### config.mk
export PLATFORM = sky130hd
export DESIGN_NAME = mc_control_unit
export DESIGN_NICKNAME = d
export VERILOG_FILES = /design/src/rtl/mc_pkg.sv /design/src/rtl/mc_decoder.sv /design/src/rtl/mc_control_unit.sv
export SDC_FILE = /design/constraint.sdc
export NUM_CORES = 1
export LEC_CHECK = 0
export CAP_MARGIN = 40
export CORE_ASPECT_RATIO = 1.75
export CORE_MARGIN = 10
export CORE_UTILIZATION = 41
export DETAILED_ROUTE_END_ITERATION = 7
export GPL_TIMING_DRIVEN = 1
export MAX_ROUTING_LAYER = met4
export PLACE_DENSITY = 0.86
export SLEW_MARGIN = 20
export SYNTH_ARGS = -nofsm -noshare
export SYNTH_HDL_FRONTEND = slang
export SYNTH_SLANG_ARGS = --single-unit
### constraint.sdc
create_clock -name clk -period 2 [get_ports clk]
set_input_delay 0.2 -clock clk [delete_from_list [all_inputs] [get_ports clk]]
set_output_delay 0.2 -clock clk [all_outputs]
set_load 0.02 [all_outputs]
### src/rtl/mc_pkg.sv
// Shared definitions for the multicycle control unit: opcodes, FSM states, datapath select
// encodings and instruction field positions.
package mc_pkg;

  localparam logic [3:0] OpAdd  = 4'h0;
  localparam logic [3:0] OpSub  = 4'h1;
  localparam logic [3:0] OpAnd  = 4'h2;
  localparam logic [3:0] OpOr   = 4'h3;
  localparam logic [3:0] OpAddi = 4'h4;
  localparam logic [3:0] OpLw   = 4'h5;
  localparam logic [3:0] OpSw   = 4'h6;
  localparam logic [3:0] OpBeq  = 4'h7;
  localparam logic [3:0] OpJmp  = 4'h8;
  localparam logic [3:0] OpHalt = 4'hF;

  typedef enum logic [2:0] {
    StFetch,
    StDecode,
    StExec,
    StMem,
    StWb,
    StHalt
  } state_e;

  typedef enum logic [2:0] {
    ClsRtype,
    ClsAddi,
    ClsLw,
    ClsSw,
    ClsBeq,
    ClsJmp,
    ClsHalt,
    ClsIllegal
  } iclass_e;

  localparam logic [2:0] AluAdd = 3'b000;
  localparam logic [2:0] AluSub = 3'b001;
  localparam logic [2:0] AluAnd = 3'b010;
  localparam logic [2:0] AluOr  = 3'b011;

  localparam logic [1:0] PcSrcAlu    = 2'b00;
  localparam logic [1:0] PcSrcAluOut = 2'b01;
  localparam logic [1:0] PcSrcJump   = 2'b10;

  localparam logic [1:0] SrcBReg = 2'b00;
  localparam logic [1:0] SrcBOne = 2'b01;
  localparam logic [1:0] SrcBImm = 2'b10;

  // Field LSB positions within the instruction word.
  localparam int unsigned OpLsb    = 12;
  localparam int unsigned F1Lsb    = 9;
  localparam int unsigned F2Lsb    = 6;
  localparam int unsigned F3Lsb    = 3;
  localparam int unsigned Imm6Msb  = 5;
  localparam int unsigned Imm12Msb = 11;

  function automatic logic [2:0] rtype_alu_op(input logic [3:0] op);
    logic [2:0] res;
    unique case (op)
      OpSub:   res = AluSub;
      OpAnd:   res = AluAnd;
      OpOr:    res = AluOr;
      default: res = AluAdd;
    endcase
    return res;
  endfunction

endpackage

### src/rtl/mc_decoder.sv
// Combinational instruction decode: IR to register addresses, immediate, class and illegal flag.
module mc_decoder
  import mc_pkg::*;
#(
  parameter int unsigned DW = 16,
  parameter int unsigned AW = 3
) (
  input  logic [DW-1:0] ir,
  output logic [AW-1:0] ra,
  output logic [AW-1:0] rb,
  output logic [AW-1:0] rc,
  output logic [DW-1:0] imm,
  output iclass_e       iclass,
  output logic          illegal
);

  logic [3:0]    opcode;
  logic [AW-1:0] f1, f2, f3;
  logic [DW-1:0] imm6_sext, imm12_zext;

  assign opcode     = ir[OpLsb +: 4];
  assign f1         = ir[F1Lsb +: AW];
  assign f2         = ir[F2Lsb +: AW];
  assign f3         = ir[F3Lsb +: AW];
  assign imm6_sext  = {{(DW-Imm6Msb-1){ir[Imm6Msb]}}, ir[Imm6Msb:0]};
  assign imm12_zext = {{(DW-Imm12Msb-1){1'b0}}, ir[Imm12Msb:0]};

  always_comb begin
    ra      = '0;
    rb      = '0;
    rc      = '0;
    imm     = '0;
    iclass  = ClsIllegal;
    illegal = 1'b0;
    unique case (opcode)
      OpAdd, OpSub, OpAnd, OpOr: begin
        iclass = ClsRtype;
        rc     = f1;
        ra     = f2;
        rb     = f3;
      end
      OpAddi, OpLw: begin
        iclass = (opcode == OpLw) ? ClsLw : ClsAddi;
        rc     = f1;
        ra     = f2;
        imm    = imm6_sext;
      end
      OpSw: begin
        iclass = ClsSw;
        rb     = f1;
        ra     = f2;
        imm    = imm6_sext;
      end
      OpBeq: begin
        iclass = ClsBeq;
        ra     = f1;
        rb     = f2;
        imm    = imm6_sext;
      end
      OpJmp: begin
        iclass = ClsJmp;
        imm    = imm12_zext;
      end
      OpHalt:  iclass = ClsHalt;
      default: illegal = 1'b1;
    endcase
  end

endmodule

### src/rtl/mc_control_unit.sv
// Multicycle control FSM with instruction register. Define MC_ILLEGAL_TRAP_EN to make an illegal
// opcode halt the machine instead of acting as a NOP.
module mc_control_unit
  import mc_pkg::*;
#(
  parameter int unsigned DW = 16,
  parameter int unsigned AW = 3
) (
  input  logic          clk,
  input  logic          rst,
  input  logic [DW-1:0] instr,
  input  logic          mem_ready,
  input  logic          zero,
  output logic          mem_read,
  output logic          mem_write,
  output logic          iord,
  output logic          pc_write,
  output logic [1:0]    pc_src,
  output logic [AW-1:0] ra,
  output logic [AW-1:0] rb,
  output logic [AW-1:0] rc,
  output logic          reg_write,
  output logic          wd_sel,
  output logic          alu_src_a,
  output logic [1:0]    alu_src_b,
  output logic [2:0]    alu_op,
  output logic [DW-1:0] imm,
  output logic          halted
);

  state_e        state_q, state_d;
  logic [DW-1:0] ir_q;
  iclass_e       iclass;
  logic          illegal;

  mc_decoder #(
    .DW(DW),
    .AW(AW)
  ) u_decoder (
    .ir     (ir_q),
    .ra     (ra),
    .rb     (rb),
    .rc     (rc),
    .imm    (imm),
    .iclass (iclass),
    .illegal(illegal)
  );

  always_ff @(posedge clk or posedge rst) begin
    if (rst) begin
      state_q <= StFetch;
    end else begin
      state_q <= state_d;
    end
  end

  always_ff @(posedge clk or posedge rst) begin
    if (rst) begin
      ir_q <= '0;
    end else if (state_q == StFetch && mem_ready) begin
      ir_q <= instr;
    end
  end

  always_comb begin
    state_d = state_q;
    unique case (state_q)
      StFetch: if (mem_ready) state_d = StDecode;
      StDecode: begin
        if (illegal) begin
`ifdef MC_ILLEGAL_TRAP_EN
          state_d = StHalt;
`else
          state_d = StFetch;
`endif
        end else begin
          case (iclass)
            ClsJmp:  state_d = StFetch;
            ClsHalt: state_d = StHalt;
            default: state_d = StExec;
          endcase
        end
      end
      StExec: begin
        case (iclass)
          ClsBeq:       state_d = StFetch;
          ClsLw, ClsSw: state_d = StMem;
          default:      state_d = StWb;
        endcase
      end
      StMem:   if (mem_ready) state_d = (iclass == ClsLw) ? StWb : StFetch;
      StWb:    state_d = StFetch;
      StHalt:  state_d = StHalt;
      default: state_d = StFetch;
    endcase
  end

  // Outputs are forced to zero while rst is high so an aborted access drops immediately.
  always_comb begin
    mem_read  = 1'b0;
    mem_write = 1'b0;
    iord      = 1'b0;
    pc_write  = 1'b0;
    pc_src    = PcSrcAlu;
    reg_write = 1'b0;
    wd_sel    = 1'b0;
    alu_src_a = 1'b0;
    alu_src_b = SrcBReg;
    alu_op    = AluAdd;
    halted    = 1'b0;
    if (!rst) begin
      unique case (state_q)
        StFetch: begin
          mem_read  = 1'b1;
          alu_src_b = SrcBOne;
          pc_write  = mem_ready;
        end
        StDecode: begin
          alu_src_b = SrcBImm;
          if (!illegal && iclass == ClsJmp) begin
            pc_write = 1'b1;
            pc_src   = PcSrcJump;
          end
        end
        StExec: begin
          alu_src_a = 1'b1;
          case (iclass)
            ClsRtype: alu_op = rtype_alu_op(ir_q[OpLsb +: 4]);
            ClsBeq: begin
              alu_op   = AluSub;
              pc_src   = PcSrcAluOut;
              pc_write = zero;
            end
            default:  alu_src_b = SrcBImm;
          endcase
        end
        StMem: begin
          iord      = 1'b1;
          mem_read  = (iclass == ClsLw);
          mem_write = (iclass == ClsSw);
        end
        StWb: begin
          reg_write = (rc != '0);
          wd_sel    = (iclass == ClsLw);
        end
        StHalt:  halted = 1'b1;
        default: ;
      endcase
    end
  end

endmodule

==> metrics.md, run 1 <==
| Metric | Value |
|---|---|
| Final GP Congestion | `0.933` |
| Layout cells sized above 1 | `0.295` |
| Antenna violations before repair | `0` |
| Fin crit share | `0.988` |
| Drt total wl | `4130 um` |
| RSZ-0062 raised after global routing | `true` |
| DP HPWL | `3300 um` |
| CTS tree | `built` |
| Total gr overflow | `0` |
| Via/cell ratio | `4.95` |
| Remaining antenna violation count after routing | `0` |
| Critical Path Sink Type | `primary output` |
| Mean post-synth cell area | `8.71 um2` |
| Syn. warnings | `0` |
| Pre-Repair DR Iteration Count | `4` |
| First-pass GRT wire length | `6600 um` |
| Slowest CP cell | `dfrtp_2` |
| CP max stage delay | `0.48 ns` |
| # DRC | `0` |
| Type of origin of the critical path | `flip-flop` |
| Pwr dens | `1610 mW/mm2` |
| Clock transition at path regs | `0.08 ns` |
| Chip width | `62.5 um` |
| Seq/Total Area, Yosys | `0.366` |
| Post-synth top area cell | `dfrtp_1` |
| Dominant cell by count in the synthesized netlist | `nand2_1` |
| GR peak layer | `met2` |
| Largest net degree at the start of global routing | `20` |
| Clk sinks | `19` |
| Setup TNS | `0 ns` |
| Area growth syn-to-layout | `52.3%` |
| Hold Slack | `0.388 ns` |
| Core ar. | `0.00311 mm2` |
| Clock skew | `0.00629 ns` |
| Max-cap viol count | `0` |
| DRT iter0 DRCs | `30` |
| IO buf count | `58` |
| Met3 Resource Use GR | `0.0249` |
| CTS buffer count | `3` |
| Worst-path cell chain | `nor4b_4, buf_4, nand3_1, nor2_1, clkdlybuf4s15_1` |
| Period minus WS final | `1.98 ns` |
| Die ar. | `0.00590 mm2` |
| Row count | `27` |
| Setup-failing EPs final | `0` |
| Maximum clock path buffer count | `2` |
| CP max FO | `8` |
| Vias in the first global route | `1,399` |
| Final Hold Vio Count | `0` |
| GR Util All Layers | `0.139` |
| Area share of the largest cell type after synthesis | `0.366` |
| Outcome | `finished, final reports clean` |
| Prevailing post-synth register cell | `dfrtp_1` |
| Register bit count reported by yosys | `19` |
| Met1 Use GR | `0.140` |
| Gate Count Post-Synth | `149` |
| Die Y | `94.4 um` |
| Htree depth | `1` |
| Root buf cell | `clkbuf_8` |
| Max Clock Freq | `0.506 GHz` |
| Initial core utilization | `0.417` |
| Setup CP Type | `reg2out` |
| VDD IR max | `0.000980 V` |
| CP bufs+invs | `2` |
| Netlist Area Pre-Place | `0.00130 mm2` |
| Yosys cell types | `28` |
| Fillers | `292` |
| Worst EP arrival | `1.78 ns` |
| NumNets Final | `238` |
| Number of I/O pins | `60` |
| Routed via count | `1,288` |
| DR WL/cell | `15.9 um` |
| Clk_lat worst skew | `0.25 ns` |
| Placed Cells | `255` |
| Worst Hold Class | `in2async` |
| Commonest cells in the netlist | `nand2_1 (25), dfrtp_1 (19), mux2_2 (16), nor2_1 (15), nor2b_1 (9)` |
| WP data required | `1.80 ns` |
| Pleak | `1.03 nW` |
| GRT met2 Usage | `0.250` |
| Synth area leaders | `dfrtp_1 (37%), mux2_2 (14%), nand2_1 (7.2%)` |
| Final slew viol count | `0` |
| Syn nets | `169` |
| EDFF count, synth | `0` |
| Ys async rst share | `1.00` |
| Crit-path leading delay family | `simple AND/OR/NAND/NOR gates` |
| Layout Cells excl Fill | `260` |
| Ant diodes | `0` |
## cells by family after synthesis
kind of cell | synth area share
AO/OA/AOI/OAI | 0.0916
multiplexers | 0.170
buffers and inverters | 0.0627
flip-flops | 0.366
AND/OR/NAND/NOR | 0.307
other | 0.00289
## where the power goes
part | total (mW) | internal, mW | leakage [nW] | switching, mW
Sequential | 0.884 | 0.586 | 0.221 | 0.297
Clock | 0.269 | 0.142 | 0.0228 | 0.127
Combinational | 2.02 | 0.925 | 0.786 | 1.10
Total | 3.18 | 1.65 | 1.03 | 1.52
## layout by cell type (no fill, tap or decap), types with 2 or more instances in the layout
cell type,n
nor3_1,4
inv_1,3
dfrtp_2,5
dlymetal6s2s_1,3
clkbuf_2,14
nand3_1,5
mux2_2,16
nor2_2,2
nor2_1,13
a22oi_1,4
and2_1,5
nor2b_1,8
o21ai_0,4
clkdlybuf4s15_1,3
clkdlybuf4s50_1,19
a21oi_1,6
mux2i_1,4
buf_4,18
and3_1,3
a21o_1,2
clkbuf_8,3
nor4b_4,2
nand2_1,25
dlygate4sd2_1,18
dfrtp_1,14
nand2b_1,3
## repair_timing
action                                  4_1_cts  5_1_grt
pin swaps                                     0        1
gates cloned                                  0        0
setup buffers                                 0        1
hold buffers                                  0        0
endpoints found under the setup margin       39       22
resized for setup                            47       34
## sequential cells by signal, indices dropped and copies added (netlist names)
signal,flops
ir_q,16
state_q,3
## area by class of cell
type / count / area, um2 / share of cell area
Clock buffer: 4 / 45.0 / 0.0228
Inverter: 3 / 11.3 / 0.00570
Multi-Input combinational cell: 115 / 752 / 0.381
Sequential cell: 19 / 482 / 0.244
Tap cell: 43 / 53.8 / 0.0272
Timing Repair Buffer: 76 / 632 / 0.320
## worst reg2reg max path: stages (launching register included)
cell,delay (ns)
dfrtp_2,0.50
nor4b_4,0.34
buf_4,0.30
mux2_2,0.37
## per-layer routing
layer,wire length (um),part of all wire
met5,0,0
met3,180,0.044
met1,1610,0.39
met4,137,0.033
met2,2200,0.53
## path summary, 6_finish.rpt
| path | from | endpoint | slack, ns | depth (start not counted) |
|---|---|---|---|---|
| min reg2reg | ir_q[0] | ir_q[0] | 0.50 | 1 |
| min | rst | ir_q[6] | 0.39 | 3 |
| min in group clk | ir_q[0] | ir_q[0] | 0.50 | 1 |
| max in group asynchronous | rst | ir_q[15] | 1.37 | 3 |
| max | ir_q[14] | pc_src[1] | 0.02 | 5 |
| max reg2reg | state_q[2] | ir_q[15] | 0.38 | 3 |
## per-stage QoR
step,util,total power [mW],area [um2],setup WS [ns]
finish,0.636,3.18,1980,0.0237
global route,0.636,3.39,1980,-0.0441
CTS,0.646,3.21,2010,-0.0184
detailed placement,0.640,3.11,1990,-0.0362
global placement,0.640,3.06,1990,-0.00502
floorplan,-,2.12,1300,0.120
No activity file was read; power rests on OpenSTA's default activity.
==> run 2: changes to the inputs <==
- ABC_CLOCK_PERIOD_IN_PS: unset -> 2000
- CELL_PAD_IN_SITES_DETAIL_PLACEMENT: unset -> 0
- CELL_PAD_IN_SITES_GLOBAL_PLACEMENT: unset -> 1
- CORE_UTILIZATION: 41 -> 29
- CTS_CLUSTER_DIAMETER: unset -> 40
- PLACE_DENSITY: 0.86 -> 0.85
==> run 2 against run 1 <==
  * First-iteration DRC count rose by 90%
  * Sequential power is 4.1% lower
  * Cell count is 3.8% higher
  * Non-clock buffer count rose by 2
  * Via count rose by 0.39%
  * Hold slack got worse by 0.034 ns
  * Count of clock-buffer cells in the layout decreased by 1
  * Die area up 30%
  * Critical path depth unchanged
  * Clock skew is 0.00072 ns higher
  * Final area rose by 2.7%
  * Sequential share of layout area down 0.69 points
==> metrics.md, run 2 (synthesis results as in run 1) <==
| Metric | Value |
|---|---|
| Final slew viol count | `0 (unchanged)` |
| Number of I/O pins | `60 (unchanged)` |
| Core ar. | `0.00436 mm2 (was 0.00311 mm2)` |
| Chip width | `70.6 um (was 62.5 um)` |
| Outcome | `finished, final reports clean (unchanged)` |
| Pre-CTS WS | `-0.0355 ns (was -0.0362 ns)` |
| Pre-Repair DR Iteration Count | `4 (unchanged)` |
| Worst setup margin | `0.0799 ns (was 0.0237 ns)` |
| Fin crit share | `0.960 (was 0.988)` |
| Reg2reg start | `state_q[2] (unchanged)` |
| Total gr overflow | `0 (unchanged)` |
| Commonest non-fill, non-tap cells in the layout | `dlygate4sd2_1 (29), nand2_1 (25), buf_4 (20) (was nand2_1 (25), clkdlybuf4s50_1 (19), dlygate4sd2_1 (18), buf_4 (18), mux2_2 (16))` |
| Worst-path cell chain | `nor4b_4, buf_4, nand2_1, nand2_1, dlygate4sd2_1 (was nor4b_4, buf_4, nand3_1, nor2_1, clkdlybuf4s15_1)` |
| RSZ-0062 raised after global routing | `true (unchanged)` |
| Max-cap viol count | `0 (unchanged)` |
| Worst EP arrival | `1.72 ns (was 1.78 ns)` |
| Tot Pwr | `3.17 mW (was 3.18 mW)` |
| Layout cells sized above 1 | `0.251 (was 0.295)` |
| Maximum clock path buffer count | `2 (unchanged)` |
| # DRC | `0 (unchanged)` |
| Largest net degree at the start of global routing | `20 (unchanged)` |
| CP bufs+invs | `2 (unchanged)` |
| Root buf cell | `clkbuf_8 (unchanged)` |
| Layout Cells excl Fill | `270 (was 260)` |
| Initial core utilization | `0.297 (was 0.417)` |
| Routed via count | `1,293 (was 1,288)` |
| Ant diodes | `0 (unchanged)` |
| Htree depth | `1 (unchanged)` |
| WP data required | `1.80 ns (about the same)` |
| CTS tree | `built (unchanged)` |
| Reg2reg setup slack | `0.42 ns (was 0.38 ns)` |
| Die Y | `108 um (was 94.4 um)` |
| Footprint of the multi-input gates | `752 um2 (unchanged)` |
| Commonest non-fill, non-tap cell in the layout | `dlygate4sd2_1 (was nand2_1)` |
| Area growth syn-to-layout | `56.3% (was 52.3%)` |
| Remaining antenna violation count after routing | `0 (unchanged)` |
| Type of origin of the critical path | `flip-flop (unchanged)` |
| Slowest CP cell | `dfrtp_2 (unchanged)` |
| Clock transition at path regs | `0.07 ns (was 0.08 ns)` |
| Crit path top cell by count | `nand2_1` |
| Stages on the worst setup path | `5 (unchanged)` |
| Clk_lat worst skew | `0.26 ns (was 0.25 ns)` |
| VDD IR max | `0.000840 V (was 0.000980 V)` |
| Max reg flops | `16 (unchanged)` |
| Setup TNS | `0 ns (unchanged)` |
| NumNets Final | `240 (was 238)` |
| Clk sinks | `19 (unchanged)` |
| Die ar. | `0.00766 mm2 (was 0.00590 mm2)` |
| R2R depth | `3 (unchanged)` |
| Period minus WS final | `1.92 ns (was 1.98 ns)` |
| Critical Path Sink Type | `primary output (unchanged)` |
| Via/cell ratio | `4.79 (was 4.95)` |
| GR Util All Layers | `0.108 (was 0.139)` |
| IO buf count | `58 (unchanged)` |
| Placed Cells | `266 (was 255)` |
| Max Clock Freq | `0.521 GHz (was 0.506 GHz)` |
| Pwr dens | `1560 mW/mm2 (was 1610 mW/mm2)` |
| FF/Latch Area | `480 um2 (was 482 um2)` |
| DR WL/cell | `15.2 um (was 15.9 um)` |
| Top flop regs | `ir_q (16), state_q (3) (unchanged)` |
| CTS buffer count | `3 (unchanged)` |
| CP max FO | `8 (unchanged)` |
| Antenna violations before repair | `0 (unchanged)` |
| Vias in the first global route | `1,405 (was 1,399)` |
| Crit-path leading delay family | `buffers and inverters (was simple AND/OR/NAND/NOR gates)` |
| Pleak | `1.06 nW (was 1.03 nW)` |
| Worst Hold Class | `in2async (unchanged)` |
| Row count | `32 (was 27)` |
| Setup Buffers After CTS | `0 (unchanged)` |
| Critical R2R Capture | `ir_q[9] (was ir_q[15])` |
| Final GP Congestion | `0.818 (was 0.933)` |
| Final Hold Vio Count | `0 (unchanged)` |
| DRT iter0 DRCs | `57 (was 30)` |
| Setup-failing EPs final | `0 (unchanged)` |
| Top reg by flops | `ir_q (unchanged)` |
| Drt total wl | `4110 um (was 4130 um)` |
| CP max stage delay | `0.47 ns (was 0.48 ns)` |
| DP HPWL | `3370 um (was 3300 um)` |
| Setup CP Type | `reg2out (unchanged)` |
| Fillers | `460 (was 292)` |
| Clock skew | `0.00700 ns (was 0.00629 ns)` |
| First-pass GRT wire length | `6680 um (was 6600 um)` |
-- run 2: cell types whose count changed in the layout (fill, tap and decap cells not counted), sizes merged --
cell,before,now
clkbuf,18,8
clkdlybuf4s15,4,3
clkinv,0,1
dlymetal6s2s,3,2
buf,18,20
dlygate4sd2,18,29
-- run 2: area by class of cell --
type / instances / area share
clock inverters: 1 / 0.00247
inverters: 3 / 0.00555
multi-input cells: 115 / 0.371
repair buffers: 78 / 0.333
flip-flops and latches: 19 / 0.237
clock buffers: 3 / 0.0204
well taps: 51 / 0.0315
-- run 2: worst max path at each step --
stage	startpoint	endpoint	slack, ns
finish	ir_q[14]	imm[10]	0.08
global placement	rst	mem_write	-0.02
floorplan	state_q[2]	mem_read	0.12
detailed placement	rst	mem_write	-0.04
CTS	state_q[1]	iord	0.005
global route	ir_q[14]	imm[12]	-0.01
-- run 2: stage by stage --
| stage | utilization | hold slack (ns) | instance area [um2] |
|---|---|---|---|
| 2_1_floorplan | - | 0.157 | 1300 |
| 3_3_place_gp | 0.463 | 0.482 | 2020 |
| 3_5_place_dp | 0.463 | 0.489 | 2020 |
| 4_1_cts | 0.466 | 0.362 | 2040 |
| 5_1_grt | 0.465 | 0.392 | 2030 |
| 6_report | 0.465 | 0.354 | 2030 |
-- run 2: worst register-to-register path, cell delays in order (launching register included) --
cell and delay [ns]:
dfrtp_2 0.47, nor4b_4 0.32, buf_4 0.30, mux2_2 0.38
-- run 2: metal layers --
layer  vias up  wire length, um  global-route usage
met5         -                0                   -
met3         5              218              0.0229
met4         0               72              0.0458
met2        39             2190               0.189
met1       609             1620               0.113
li1        640                -                   -
-- run 2: report_power, final --
group          total, mW  internal [mW]  switching, mW
logic               2.06          0.955           1.10
registers          0.848          0.585          0.263
clock network      0.266          0.139          0.128
-- run 2: timing repair --
| item | 4_1_cts | 5_1_grt |
|---|---|---|
| cloned | 0 | 0 |
| endpoints found under the setup margin | 39 | 15 |
| hold buffers | 0 | 0 |
| gates resized for setup | 43 | 17 |
